File: config.mk
export PLATFORM = sky130hd
export DESIGN_NAME = console_detect_flat
export DESIGN_NICKNAME = d
export VERILOG_FILES = /design/src/rtl/console_detect_if.sv /design/src/rtl/console_detect.sv /design/src/flat_wrapper.sv
export SDC_FILE = /design/constraint.sdc
export NUM_CORES = 1
export LEC_CHECK = 0
export CAP_MARGIN = 20
export CORE_UTILIZATION = 60
export DETAILED_ROUTE_END_ITERATION = 10
export PLACE_DENSITY = 0.79
export SYNTH_ARGS = -nofsm -noshare
export SYNTH_HDL_FRONTEND = slang
export SYNTH_SLANG_ARGS = --single-unit
File: constraint.sdc
create_clock -name m2 -period 3.2 [get_ports m2]
set_input_delay 0.48 -clock m2 [delete_from_list [all_inputs] [get_ports m2]]
set_output_delay 0.48 -clock m2 [all_outputs]
set_load 0.05 [all_outputs]
File: src/rtl/console_detect_if.sv
// Bus between the PPU-side capture logic and the console detector.
// The master drives the sample/vblank strobes and the mode override; the slave reports results.
interface console_detect_if;
    logic       ppu_sample_valid;
    logic       ppu_sample_a13;
    logic       ppu_sample_not_a13;
    logic       vblank_pulse;
    logic [1:0] force_mode;
    logic       ground_pins;
    logic       init_done;
    logic       detect_done;
    logic       new_dendy;
    logic [1:0] region;
    logic       region_valid;

    modport master (
        output ppu_sample_valid,
        output ppu_sample_a13,
        output ppu_sample_not_a13,
        output vblank_pulse,
        output force_mode,
        input  ground_pins,
        input  init_done,
        input  detect_done,
        input  new_dendy,
        input  region,
        input  region_valid
    );

    modport slave (
        input  ppu_sample_valid,
        input  ppu_sample_a13,
        input  ppu_sample_not_a13,
        input  vblank_pulse,
        input  force_mode,
        output ground_pins,
        output init_done,
        output detect_done,
        output new_dendy,
        output region,
        output region_valid
    );
endinterface

File: src/rtl/console_detect.sv
// Power-on console detector: grounds the strap pins during init, classifies classic vs new
// famiclone from A13 / /A13 sample pairs, and locks the TV region from the measured vblank period.
module console_detect #(
    parameter int unsigned INIT_CYCLES  = 15,
    parameter int unsigned SAMPLES      = 2,
    parameter int unsigned MISMATCH_MIN = 1,
    parameter int unsigned PERIOD_WIDTH = 16,
    parameter int unsigned MIN_PERIOD   = 20000,
    parameter int unsigned NTSC_MAX     = 31500,
    parameter int unsigned PAL_MAX      = 34350,
    parameter int unsigned FRAMES       = 2
) (
    input  logic             m2,
    input  logic             reset,
    console_detect_if.slave  bus
);

    localparam logic [7:0]              L_INIT_CYCLES  = 8'(INIT_CYCLES);
    localparam logic [3:0]              L_SAMPLES      = 4'(SAMPLES);
    localparam logic [4:0]              L_MISMATCH_MIN = 5'(MISMATCH_MIN);
    localparam logic [2:0]              L_FRAMES       = 3'(FRAMES);
    localparam logic [PERIOD_WIDTH-1:0] L_MIN_PERIOD   = PERIOD_WIDTH'(MIN_PERIOD);
    localparam logic [PERIOD_WIDTH-1:0] L_NTSC_MAX     = PERIOD_WIDTH'(NTSC_MAX);
    localparam logic [PERIOD_WIDTH-1:0] L_PAL_MAX      = PERIOD_WIDTH'(PAL_MAX);

    typedef enum logic [1:0] {StInit, StSample, StDone} phase_e;

    phase_e                  r_phase;
    logic [7:0]              r_init_cnt;
    logic [3:0]              r_lo_cnt;
    logic [3:0]              r_hi_cnt;
    logic [4:0]              r_mis_cnt;
    logic                    r_auto_new;
    logic                    r_ground_pins;
    logic                    r_init_done;
    logic                    r_detect_done;
    logic                    r_new_dendy;

    logic [PERIOD_WIDTH-1:0] r_per_cnt;
    logic                    r_armed;
    logic [1:0]              r_prev_class;
    logic [2:0]              r_agree_cnt;
    logic [1:0]              r_region;
    logic                    r_region_valid;

    logic                    w_sample;
    logic                    w_lo_below;
    logic                    w_hi_below;
    logic [3:0]              w_lo_next;
    logic [3:0]              w_hi_next;
    logic [4:0]              w_mis_next;
    logic                    w_auto_new_next;
    logic                    w_detect_next;
    logic                    w_new_dendy_next;
    logic                    w_measure;
    logic [1:0]              w_class;
    logic [2:0]              w_agree_next;

    // ---------------- console detection ----------------
    assign w_sample   = bus.ppu_sample_valid && (r_phase == StSample);
    assign w_lo_below = r_lo_cnt < L_SAMPLES;
    assign w_hi_below = r_hi_cnt < L_SAMPLES;

    always_comb begin
        w_lo_next  = r_lo_cnt;
        w_hi_next  = r_hi_cnt;
        w_mis_next = r_mis_cnt;
        if (w_sample) begin
            if (!bus.ppu_sample_a13 && w_lo_below) w_lo_next = r_lo_cnt + 4'd1;
            if (bus.ppu_sample_a13 && w_hi_below)  w_hi_next = r_hi_cnt + 4'd1;
            // Mismatches only count while both levels are still being collected.
            if (w_lo_below && w_hi_below && (bus.ppu_sample_a13 == bus.ppu_sample_not_a13)
                && (r_mis_cnt != 5'h1f)) begin
                w_mis_next = r_mis_cnt + 5'd1;
            end
        end
    end

    assign w_auto_new_next = r_auto_new || (w_mis_next >= L_MISMATCH_MIN);
    assign w_detect_next   = (w_lo_next == L_SAMPLES) && (w_hi_next == L_SAMPLES);

    always_comb begin
        w_new_dendy_next = w_auto_new_next;
        case (bus.force_mode)
            2'b01:   w_new_dendy_next = 1'b0;
            2'b10:   w_new_dendy_next = 1'b1;
            default: w_new_dendy_next = w_auto_new_next;
        endcase
    end

    always_ff @(posedge m2 or posedge reset) begin
        if (reset) begin
            r_phase       <= StInit;
            r_init_cnt    <= L_INIT_CYCLES;
            r_lo_cnt      <= '0;
            r_hi_cnt      <= '0;
            r_mis_cnt     <= '0;
            r_auto_new    <= 1'b0;
            r_ground_pins <= 1'b1;
            r_init_done   <= 1'b0;
            r_detect_done <= 1'b0;
            r_new_dendy   <= 1'b0;
        end else begin
            r_new_dendy <= w_new_dendy_next;
            case (r_phase)
                StInit: begin
                    r_init_cnt <= r_init_cnt - 8'd1;
                    if (r_init_cnt == 8'd1) begin
                        r_phase       <= StSample;
                        r_init_done   <= 1'b1;
                        r_ground_pins <= 1'b0;
                    end
                end
                StSample: begin
                    r_lo_cnt   <= w_lo_next;
                    r_hi_cnt   <= w_hi_next;
                    r_mis_cnt  <= w_mis_next;
                    r_auto_new <= w_auto_new_next;
                    if (w_detect_next) begin
                        r_phase       <= StDone;
                        r_detect_done <= 1'b1;
                    end
                end
                StDone: begin
                    r_phase <= StDone;
                end
                default: begin
                    r_phase <= StInit;
                end
            endcase
        end
    end

    // ---------------- region measurement ----------------
    assign w_measure = r_init_done && bus.vblank_pulse && r_armed;

    always_comb begin
        if ((r_per_cnt == '1) || (r_per_cnt < L_MIN_PERIOD)) begin
            w_class = 2'b00;
        end else if (r_per_cnt <= L_NTSC_MAX) begin
            w_class = 2'b01;
        end else if (r_per_cnt <= L_PAL_MAX) begin
            w_class = 2'b10;
        end else begin
            w_class = 2'b11;
        end
    end

    always_comb begin
        w_agree_next = 3'd1;
        if (w_class == 2'b00) begin
            w_agree_next = 3'd0;
        end else if (w_class == r_prev_class) begin
            w_agree_next = (r_agree_cnt < L_FRAMES) ? r_agree_cnt + 3'd1 : r_agree_cnt;
        end
    end

    always_ff @(posedge m2 or posedge reset) begin
        if (reset) begin
            r_per_cnt      <= '0;
            r_armed        <= 1'b0;
            r_prev_class   <= 2'b00;
            r_agree_cnt    <= '0;
            r_region       <= 2'b00;
            r_region_valid <= 1'b0;
        end else if (r_init_done) begin
            if (bus.vblank_pulse) begin
                r_per_cnt <= PERIOD_WIDTH'(1);
                r_armed   <= 1'b1;
            end else if (r_per_cnt != '1) begin
                r_per_cnt <= r_per_cnt + PERIOD_WIDTH'(1);
            end
            if (w_measure) begin
                // An invalid period stores class 00 so the next valid one restarts at 1.
                r_prev_class <= w_class;
                r_agree_cnt  <= w_agree_next;
                if (w_agree_next == L_FRAMES) begin
                    r_region       <= w_class;
                    r_region_valid <= 1'b1;
                end
            end
        end
    end

    assign bus.ground_pins  = r_ground_pins;
    assign bus.init_done    = r_init_done;
    assign bus.detect_done  = r_detect_done;
    assign bus.new_dendy    = r_new_dendy;
    assign bus.region       = r_region;
    assign bus.region_valid = r_region_valid;

endmodule
File: src/flat_wrapper.sv
// flat-port wrapper written by rule: the top's interface ports become plain ports
module console_detect_flat 
#(
    parameter int unsigned INIT_CYCLES  = 15,
    parameter int unsigned SAMPLES      = 2,
    parameter int unsigned MISMATCH_MIN = 1,
    parameter int unsigned PERIOD_WIDTH = 16,
    parameter int unsigned MIN_PERIOD   = 20000,
    parameter int unsigned NTSC_MAX     = 31500,
    parameter int unsigned PAL_MAX      = 34350,
    parameter int unsigned FRAMES       = 2
)
  (m2, reset, bus_ppu_sample_valid, bus_ppu_sample_a13, bus_ppu_sample_not_a13, bus_vblank_pulse, bus_force_mode, bus_ground_pins, bus_init_done, bus_detect_done, bus_new_dendy, bus_region, bus_region_valid);
  console_detect_if bus_i ();
  input  logic m2;
  input  logic reset;
  input wire logic [$bits(bus_i.ppu_sample_valid)-1:0] bus_ppu_sample_valid;
  input wire logic [$bits(bus_i.ppu_sample_a13)-1:0] bus_ppu_sample_a13;
  input wire logic [$bits(bus_i.ppu_sample_not_a13)-1:0] bus_ppu_sample_not_a13;
  input wire logic [$bits(bus_i.vblank_pulse)-1:0] bus_vblank_pulse;
  input wire logic [$bits(bus_i.force_mode)-1:0] bus_force_mode;
  output wire logic [$bits(bus_i.ground_pins)-1:0] bus_ground_pins;
  output wire logic [$bits(bus_i.init_done)-1:0] bus_init_done;
  output wire logic [$bits(bus_i.detect_done)-1:0] bus_detect_done;
  output wire logic [$bits(bus_i.new_dendy)-1:0] bus_new_dendy;
  output wire logic [$bits(bus_i.region)-1:0] bus_region;
  output wire logic [$bits(bus_i.region_valid)-1:0] bus_region_valid;
  assign bus_i.ppu_sample_valid = bus_ppu_sample_valid;
  assign bus_i.ppu_sample_a13 = bus_ppu_sample_a13;
  assign bus_i.ppu_sample_not_a13 = bus_ppu_sample_not_a13;
  assign bus_i.vblank_pulse = bus_vblank_pulse;
  assign bus_i.force_mode = bus_force_mode;
  assign bus_ground_pins = bus_i.ground_pins;
  assign bus_init_done = bus_i.init_done;
  assign bus_detect_done = bus_i.detect_done;
  assign bus_new_dendy = bus_i.new_dendy;
  assign bus_region = bus_i.region;
  assign bus_region_valid = bus_i.region_valid;
  console_detect #(.INIT_CYCLES(INIT_CYCLES), .SAMPLES(SAMPLES), .MISMATCH_MIN(MISMATCH_MIN), .PERIOD_WIDTH(PERIOD_WIDTH), .MIN_PERIOD(MIN_PERIOD), .NTSC_MAX(NTSC_MAX), .PAL_MAX(PAL_MAX), .FRAMES(FRAMES)) u_core (.m2(m2), .reset(reset), .bus(bus_i));
endmodule
Word level (Yosys, flattened, before mapping)
Cells that the tools add are included.

storage, ports and cells
  output and inout port bits = 7
  flip-flop bits (word level) = 53
  logic and storage cells = 84
  bits of input ports = 8

operators by class
  mux-type cells = 18
  add/sub/neg operators = 6
  order comparisons = 7
  reductions and logical operators = 22
  equality and inequality tests = 15

operators by type and width
  cell                   number
  $mux 16                2
  $add 16x1->16 const B  1
  $eq 16x16->1 const B   1
  $le 16x15->1 const B   1
  $le 16x16->1 const B   1
  $lt 16x15->1 const B   1
  $mux 4                 4
  $ne 16x16->1 const B   1
  $reduce_and 2->1       6
  $mux 5                 2
  $logic_and 1x1->1      9
  $mux 3                 3
  $add 4x1->4 const B    2
  $eq 4x2->1 const B     2
  $eq 8x1->1 const B     1
  $lt 4x2->1 const B     2
  $mux 2                 4
  $sub 8x1->8 const B    1
  $pmux 2 s3             1
  $add 5x1->5 const B    1
  $ge 5x1->1 const B     1
  $ne 5x5->1 const B     1
  $eq 2x1->1 const B     2
  $eq 2x2->1 const B     2
  13 further kinds       16

Depth between registers and ports, before layout
Gate-level depths: netlist (run 1).

  depth after elaboration = 9
  depth in mapped cells = 9

Least setup slack after synthesis (run 1)
Ideal clock, no wire load.

  path type = register -> register
  start point = register u_core.r_mis_cnt[0]
  end point = register u_core.r_new_dendy (netlist: u_core.bus.new_dendy)
  data arrival time = 2.538 ns
  setup slack = 0.540 ns
  library setup time = 0.121 ns
  path buffers = 1
  cell stages (with the launch flop) = 10
  required time = 3.079 ns
  path through = dfrtp_1 -> ha_1 -> and3_1 -> ha_1 -> or4_1 -> or4_1 -> clkbuf_1 -> o31ai_1 -> o21ai_0 -> o22a_1

between the ends
  cells in the longest elaborated chain, start to end = 7
  elaborated cells between the ends (all ways) = 8

ends and longest elaborated chain
  element                                                              RTL line               source
  from (decl)                                                          console_detect.sv:32   logic [4:0] r_mis_cnt;
  from (signal assigned)                                               console_detect.sv:117  r_mis_cnt <= w_mis_next;
  parallel branches: the longest is 3 deep, another holds $add 5x1->5  -
  $mux 5 (*)                                                           console_detect.sv:68   if (w_sample) begin
  $ge 5x1->1 (*)                                                       console_detect.sv:79   assign w_auto_new_next = r_auto_new || (w_mis_next >= L_MISMATCH_MIN);
  $logic_or 1x1->1 (*)                                                 console_detect.sv:79
  $pmux 1 s2 (*)                                                       console_detect.sv:84   case (bus.force_mode)
  named net u_core.w_new_dendy_next                                    console_detect.sv:54   logic w_new_dendy_next;
  to (signal assigned)                                                 console_detect.sv:104  r_new_dendy <= w_new_dendy_next;
  to (decl)                                                            console_detect.sv:37   logic r_new_dendy;

Mark *: on every way through the listed nets, which the timed path passes.
A chain may end at the register's enable or synchronous reset.

Final worst setup path (run 1)
Same ends and word-level chain as after synthesis.

==> results of run 1 <==
==> routing by layer <==
layer	vias to the layer above	wire length [um]	track usage
met5	-	0	0
met4	0	47	0.06624
met3	5	183	0.03841
met2	39	2951	0.4192
met1	1233	2853	0.3384
li1	1178	-	-
==> sequential cells by signal, indices dropped and copies added (netlist names) <==
register,count
u_core.bus.init_done,1
u_core.bus.new_dendy,1
u_core.r_lo_cnt,4
u_core.bus.region_valid,1
u_core.r_agree_cnt,3
u_core.r_init_cnt,8
u_core.bus.detect_done,1
u_core.r_auto_new,1
u_core.bus.ground_pins,1
u_core.bus.region,2
u_core.r_hi_cnt,4
u_core.r_per_cnt,16
u_core.r_phase,2
u_core.r_armed,1
u_core.r_mis_cnt,5
u_core.r_prev_class,2
==> stage by stage <==
step                      setup WS [ps]  instance area [um2]    util  total power (uW)  hold WS, ps
after detailed placement          334.4                 3297  0.6800             758.2        402.9
after global placement            459.1                 3297  0.6800             756.8        402.6
after global routing              155.2                 3410  0.7032              1246        439.0
final                             335.8                 3410  0.7032              1203        423.5
after floorplan                   540.4                 3102       -             734.3        419.3
after CTS                         316.8                 3410  0.7032              1214        426.9
==> kinds of logic (layout without fill, tap and decap cells) <==
| logic type | count (synthesis) | count (layout) | share of synthesized area |
|---|---|---|---|
| DFF | 53 | 53 | 0.4296 |
| and+or+nand+nor | 113 | 113 | 0.2138 |
| AOI/OAI and AO/OA | 68 | 68 | 0.1634 |
| xor gates and xnor gates | 27 | 27 | 0.07624 |
| buffers and inverters | 33 | 47 | 0.04679 |
| muxes | 6 | 6 | 0.02178 |
| adders and majority gates | 12 | 12 | 0.04841 |
==> power groups by stage <==
stage / clock network, uW / logic (uW) / registers [uW]
global placement: 0 / 60.6 / 696
global route: 491 / 69.5 / 685
detailed placement: 0 / 61.8 / 696
floorplan: 0 / 35.7 / 699
finish: 458 / 61.2 / 684
CTS: 469 / 62.1 / 683
==> how the worst min path moves through the flow <==
| stage | start | endpoint | slack [ps] | depth (start not counted) |
|---|---|---|---|---|
| finish | u_core.r_hi_cnt[3] | u_core.r_hi_cnt[3] | 420 | 0 |
| global route | u_core.r_hi_cnt[3] | u_core.r_hi_cnt[3] | 440 | 0 |
| CTS | u_core.r_hi_cnt[3] | u_core.r_hi_cnt[3] | 430 | 0 |
| detailed placement | u_core.r_hi_cnt[3] | u_core.r_hi_cnt[3] | 400 | 0 |
| global placement | u_core.r_lo_cnt[3] | u_core.r_lo_cnt[3] | 400 | 0 |
| floorplan | u_core.r_auto_new | u_core.r_auto_new | 420 | 1 |
==> layout make-up <==
cell class	count	area, um2
Multi-Input combinational cell	226	1624
Fill cell	380	1439
Sequential cell	53	1333
Timing Repair Buffer	20	185.2
Tap cell	67	83.83
Inverter	19	71.32
Clock buffer	5	68.82
Clock inverter	3	43.79
==> cells in the final DEF (no fill, tap or decap), types with 6 or more instances in the layout <==
master | Yosys | layout
a21oi_1 | 11 | 11
buf_4 | 0 | 6
clkdlybuf4s50_1 | 0 | 14
dfrtp_1 | 48 | 48
ha_1 | 12 | 12
inv_1 | 19 | 18
nand2_1 | 17 | 17
nand3_1 | 7 | 7
nor2_1 | 30 | 30
nor3_1 | 8 | 8
nor4_1 | 6 | 6
o2111ai_1 | 8 | 8
o211ai_1 | 7 | 7
o21ai_0 | 8 | 8
or4_1 | 7 | 7
xnor2_1 | 13 | 13
xor2_1 | 14 | 14
==> worst max-delay path, cell delays in order (launching register included) <==
cell and delay (ps):
dfrtp_1 450, ha_1 260, and3_1 190, ha_1 180
or4_1 470, or4_1 560, o31ai_1 290, o21ai_0 160
o22a_1 200
==> flow_metrics.py, run 1 <==
metrics = {
    "status": {
        "outcome": "completed",
    },
    "final_layout": {
        "final_cells": 393,
        "antenna_cells": 0,
        "layout-drive-gt1-share": 0.1166,
        "final_nets": 345,
        "syn2layout_area_growth_pct": 9.923,
    },
    "yosys": {
        "syn_area_per_cell_um2": 9.941,
        "yosys-top-cells-area": "dfrtp_1 39%, ha_1 4.8%, dfstp_2 4.2%, xor2_1 4.0%, xnor2_1 3.7%",
        "yosysWarnings": 0,
        "synth_area_um2": 3102,
        "ys_seq_area_frac": 0.4296,
        "synthTopCellsByCount": "48 x dfrtp_1, 30 x nor2_1, 19 x inv_1",
        "yosysMostFrequentCell": "dfrtp_1",
        "synth_top_cell_by_area": "dfrtp_1",
        "synth_cells": 312,
        "yosysUniqueCellTypes": 64,
        "synth-async-reset-ratio": 1.000,
        "ys_ff_latch": 53,
        "synth_top_cell_area_share": 0.3873,
        "synth_ff_type": "dfrtp_1",
        "synth_fp_nets": 332,
        "synth_edf_count": 0,
    },
    "routing": {
        "dr.pass1.iters": 7,
        "avgRoutedWirePerCell_um": 15.36,
        "first_iter_violations": 160,
        "drt_wl_total_mm": 6.036,
        "drc": 0,
        "viasPerCell": 6.247,
        "drtAntennaViolNets": 0,
        "vias": 2455,
    },
    "placement": {
        "gp_congestion": 0.9175,
        "dp.cells": 385,
        "dp_hpwl_mm": 4.382,
        "portBuffers": 14,
    },
    "worst_setup_path": {
        "cp_max_fo": 6,
        "reg2reg_depth": 8,
        "rr_endpoint": "u_core.bus.new_dendy",
        "ff2ff_setup_slack_ps": 340,
        "crit_start": "u_core.r_mis_cnt[0]",
        "endpoint": "u_core.bus.new_dendy",
        "start_kind": "flop",
        "cp.arrival_ps": 3070,
        "endpoint_kind": "flop",
        "timing.rr.start": "u_core.r_mis_cnt[0]",
        "worst_ep_required_time_ps": 3400,
        "path_class": "reg2reg",
    },
    "power_and_ir_drop": {
        "switchingPower_uw": 270.4,
        "pwr_density_cell_nw_per_um2": 352.9,
        "p_comb_frac": 0.051,
        "max-vdd-ir-drop_mv": 0.2841,
        "leakage_uw": 0.001525,
        "p_int_uw": 932.8,
        "p_sw_frac": 0.2248,
        "power_frac_seq": 0.568,
        "p_clk_frac": 0.381,
    },
    "timing": {
        "finalHoldViolCount": 0,
        "tightest_slew_ps": 664.5,
        "fin_crit_ps": 2864,
        "rsz0062_at_grt": "false",
        "setup_viol": 0,
        "worst_slew_margin_rel": 0.5529,
        "finalSetupTns_ps": 0,
        "fin_skew_ps": 11.54,
        "fmax_mhz": 349.1,
        "final_max_slew_viol_count": 0,
        "period_share": 0.8951,
    },
    "global_route": {
        "grt_pass1_vias": 2274,
        "grt_pass1_wl_mm": 10.45,
        "gr-total-overflow": 0,
        "gr-usage-all-layers": 0.2499,
        "grt_max_degree": 54,
        "antenna_found_initial": 0,
    },
    "clocking": {
        "cts_resized": 0,
        "path_clk_slew_ps": 90,
        "clock_path_buffers": 2,
        "cts_buffers": 5,
        "tritoncts": "built",
        "root_buffer": "clkbuf_8",
        "cts_hold_buf": 0,
        "htree_levels": 2,
        "cts_setup_buffers": 0,
        "cts.sinks": 53,
        "clock_latency_ps": 310,
    },
    "floorplanning": {
        "die_y_um": 73.90,
        "fp.dieW_um": 73.90,
        "core_region_area_um2": 4848,
        "die_area_um2": 5461,
        "num_rows": 25,
        "initial_core_util": 0.6397,
        "io_pins": 15,
    },
    "run": {
        "drv_cap": 0,
    },
    "hold_path": {
        "hp-class": "reg2reg",
    },
}
No activity file was read; power rests on OpenSTA's default activity.
==> run 2: changes to the inputs <==
--- a/config.mk
+++ b/config.mk
@@ -6,9 +6,12 @@
 export NUM_CORES = 1
 export LEC_CHECK = 0
 export CAP_MARGIN = 20
-export CORE_UTILIZATION = 60
+export CELL_PAD_IN_SITES_DETAIL_PLACEMENT = 1
+export CELL_PAD_IN_SITES_GLOBAL_PLACEMENT = 1
+export CORE_UTILIZATION = 48
 export DETAILED_ROUTE_END_ITERATION = 10
-export PLACE_DENSITY = 0.79
+export MAX_ROUTING_LAYER = met4
+export PLACE_DENSITY_LB_ADDON = 0.1
 export SYNTH_ARGS = -nofsm -noshare
 export SYNTH_HDL_FRONTEND = slang
 export SYNTH_SLANG_ARGS = --single-unit
==> run 2 against run 1 <==
Worst hold slack better by 8.4 ps. Clock power is 15% lower. Via count is 0.41% higher. Highest routed layer unchanged. Sequential share of layout area is 0.057 points higher. Total power is 5.3% lower. Count of clock-buffer cells in the layout stayed put. Largest cell class unchanged.
==> flow_metrics.py, run 2 (synthesized netlist as in run 1, its figures left out) <==
metrics = {
    "status": {
        "outcome": "completed",
    },
    "hold_path": {
        "hp-start": "u_core.r_hi_cnt[3]",
        "hp-class": "reg2reg",
    },
    "global_route": {
        "grt_pass1_vias": 2522,
        "gr-total-overflow": 0,
        "antenna_found_initial": 0,
        "gr-usage-all-layers": 0.2436,
        "grt_pass1_wl_mm": 12.14,
        "grt_max_degree": 27,
    },
    "clocking": {
        "cts_resized": 0,
        "tritoncts": "built",
        "cts_hold_buf": 0,
        "cts_setup_buffers": 0,
        "root_buffer": "clkbuf_8",
        "cts.sinks": 53,
        "htree_levels": 2,
        "clock_latency_ps": 310,
        "clock_path_buffers": 2,
        "cts_buffers": 5,
        "path_clk_slew_ps": 100,
    },
    "timing": {
        "worst_slew_margin_rel": 0.5261,
        "finalSetupTns_ps": 0,
        "tightest_slew_ps": 704.3,
        "setup_viol": 0,
        "fmax_mhz": 347.9,
        "period_share": 0.8984,
        "fin_crit_ps": 2875,
        "rsz0062_at_grt": "false",
        "final_max_slew_viol_count": 0,
        "fin_skew_ps": 6.466,
        "finalHoldViolCount": 0,
    },
    "routing": {
        "vias": 2465,
        "viasPerCell": 6.132,
        "drtAntennaViolNets": 0,
        "drc": 0,
        "dr.pass1.iters": 4,
        "first_iter_violations": 123,
        "drt_wl_total_mm": 7.205,
        "avgRoutedWirePerCell_um": 17.92,
    },
    "worst_setup_path": {
        "path_class": "reg2reg",
        "worst_ep_required_time_ps": 3410,
        "cp_slowest_stage_delay_ps": 550,
        "cp_max_fo": 6,
        "path_cells": "ha_1 > and3_1 > ha_1 > or4_1 > or4_1 > o31ai_1 > o21ai_0 > o22a_1",
        "start_kind": "flop",
        "crit_family": "simple AND/OR/NAND/NOR gates",
        "cp.arrival_ps": 3080,
        "crit_slowest_cell": "or4_1",
        "timing.rr.start": "u_core.r_mis_cnt[0]",
        "endpoint_kind": "flop",
        "crit_buf_inv": 0,
        "crit_start": "u_core.r_mis_cnt[0]",
    },
    "power_and_ir_drop": {
        "power_uw": 1140,
        "pwr_density_cell_nw_per_um2": 334.9,
        "leakage_uw": 0.001516,
        "max-vdd-ir-drop_mv": 0.2013,
    },
    "floorplanning": {
        "core_region_area_um2": 6061,
        "die_y_um": 82.39,
        "io_pins": 15,
        "initial_core_util": 0.5118,
        "num_rows": 28,
        "fp.dieW_um": 82.39,
        "die_area_um2": 6787,
    },
    "final_layout": {
        "final_nets": 346,
        "syn2layout_area_growth_pct": 9.762,
        "mostFrequentLayoutCells": "48 x dfrtp_1, 30 x nor2_1, 18 x inv_1",
        "largest_register": "u_core.r_per_cnt",
        "layout-drive-gt1-share": 0.1193,
        "largestRegisters": "u_core.r_per_cnt (16), u_core.r_init_cnt (8), u_core.r_mis_cnt (5)",
        "largest_reg_flops": 16,
        "final_common_cell": "dfrtp_1",
        "antenna_cells": 0,
    },
    "placement": {
        "portBuffers": 14,
        "dp_hpwl_mm": 5.316,
        "gp_congestion": 0.7917,
    },
    "run": {
        "drv_cap": 0,
    },
}
==> run 2: cell count changes in the layout (fill, tap and decap cells not counted) <==
| cell | delta |
|---|---|
| bufinv_16 | -1 |
| clkinvlp_4 | +1 |
| buf_4 | +1 |
==> run 2: metrics by stage <==
stage | cell area [um2] | util | std cells | hold WS [ps] | worst slack [ps]
2_1_floorplan | 3102 | - | 312 | 419.3 | 540.4
3_3_place_gp | 3314 | 0.5469 | 394 | 406.9 | 440.3
3_5_place_dp | 3314 | 0.5469 | 394 | 404.6 | 334.4
4_1_cts | 3405 | 0.5617 | 402 | 430.5 | 315.7
5_1_grt | 3405 | 0.5617 | 402 | 462.8 | 111.1
6_report | 3405 | 0.5617 | 402 | 431.9 | 325.3
==> run 2: per-layer routing <==
layer	up-vias	wire length [um]	track usage
li1	1176	-	-
met1	1251	3493	0.3224
met2	30	3433	0.3860
met3	8	200	0.03956
met4	0	77	0.06842
met5	-	0	-
==> run 2: path summary, 6_finish.rpt <==
path / depth (start not counted) / slack [ps] / endpoint
max: 8 / 330 / u_core.bus.new_dendy
min: 0 / 430 / u_core.r_hi_cnt[3]
max reg2reg: 8 / 330 / u_core.bus.new_dendy
min reg2reg: 0 / 430 / u_core.r_hi_cnt[3]
max in group asynchronous: 3 / 1960 / u_core.r_init_cnt[3]
min in group asynchronous: 2 / 560 / u_core.r_per_cnt[3]
==> run 2: cell type report <==
cell class	instances	area, um2
clock buffer	5	68.82
fill	695	2656
clock inverter	3	21.27
inverter	19	71.32
tap	75	93.84
timing repair buffer	21	192.7
multi-input combinational	226	1624
sequential	53	1333
==> run 2: power breakdown <==
| group | internal [uW] | switching, uW | leakage [uW] | total (uW) |
|---|---|---|---|---|
| combinational | 23.6 | 40.9 | 0.000777 | 64.5 |
| clock | 156 | 235 | 0.0000445 | 391 |
| sequential | 675 | 8.96 | 0.000694 | 684 |
| total | 855 | 285 | 0.00152 | 1140 |
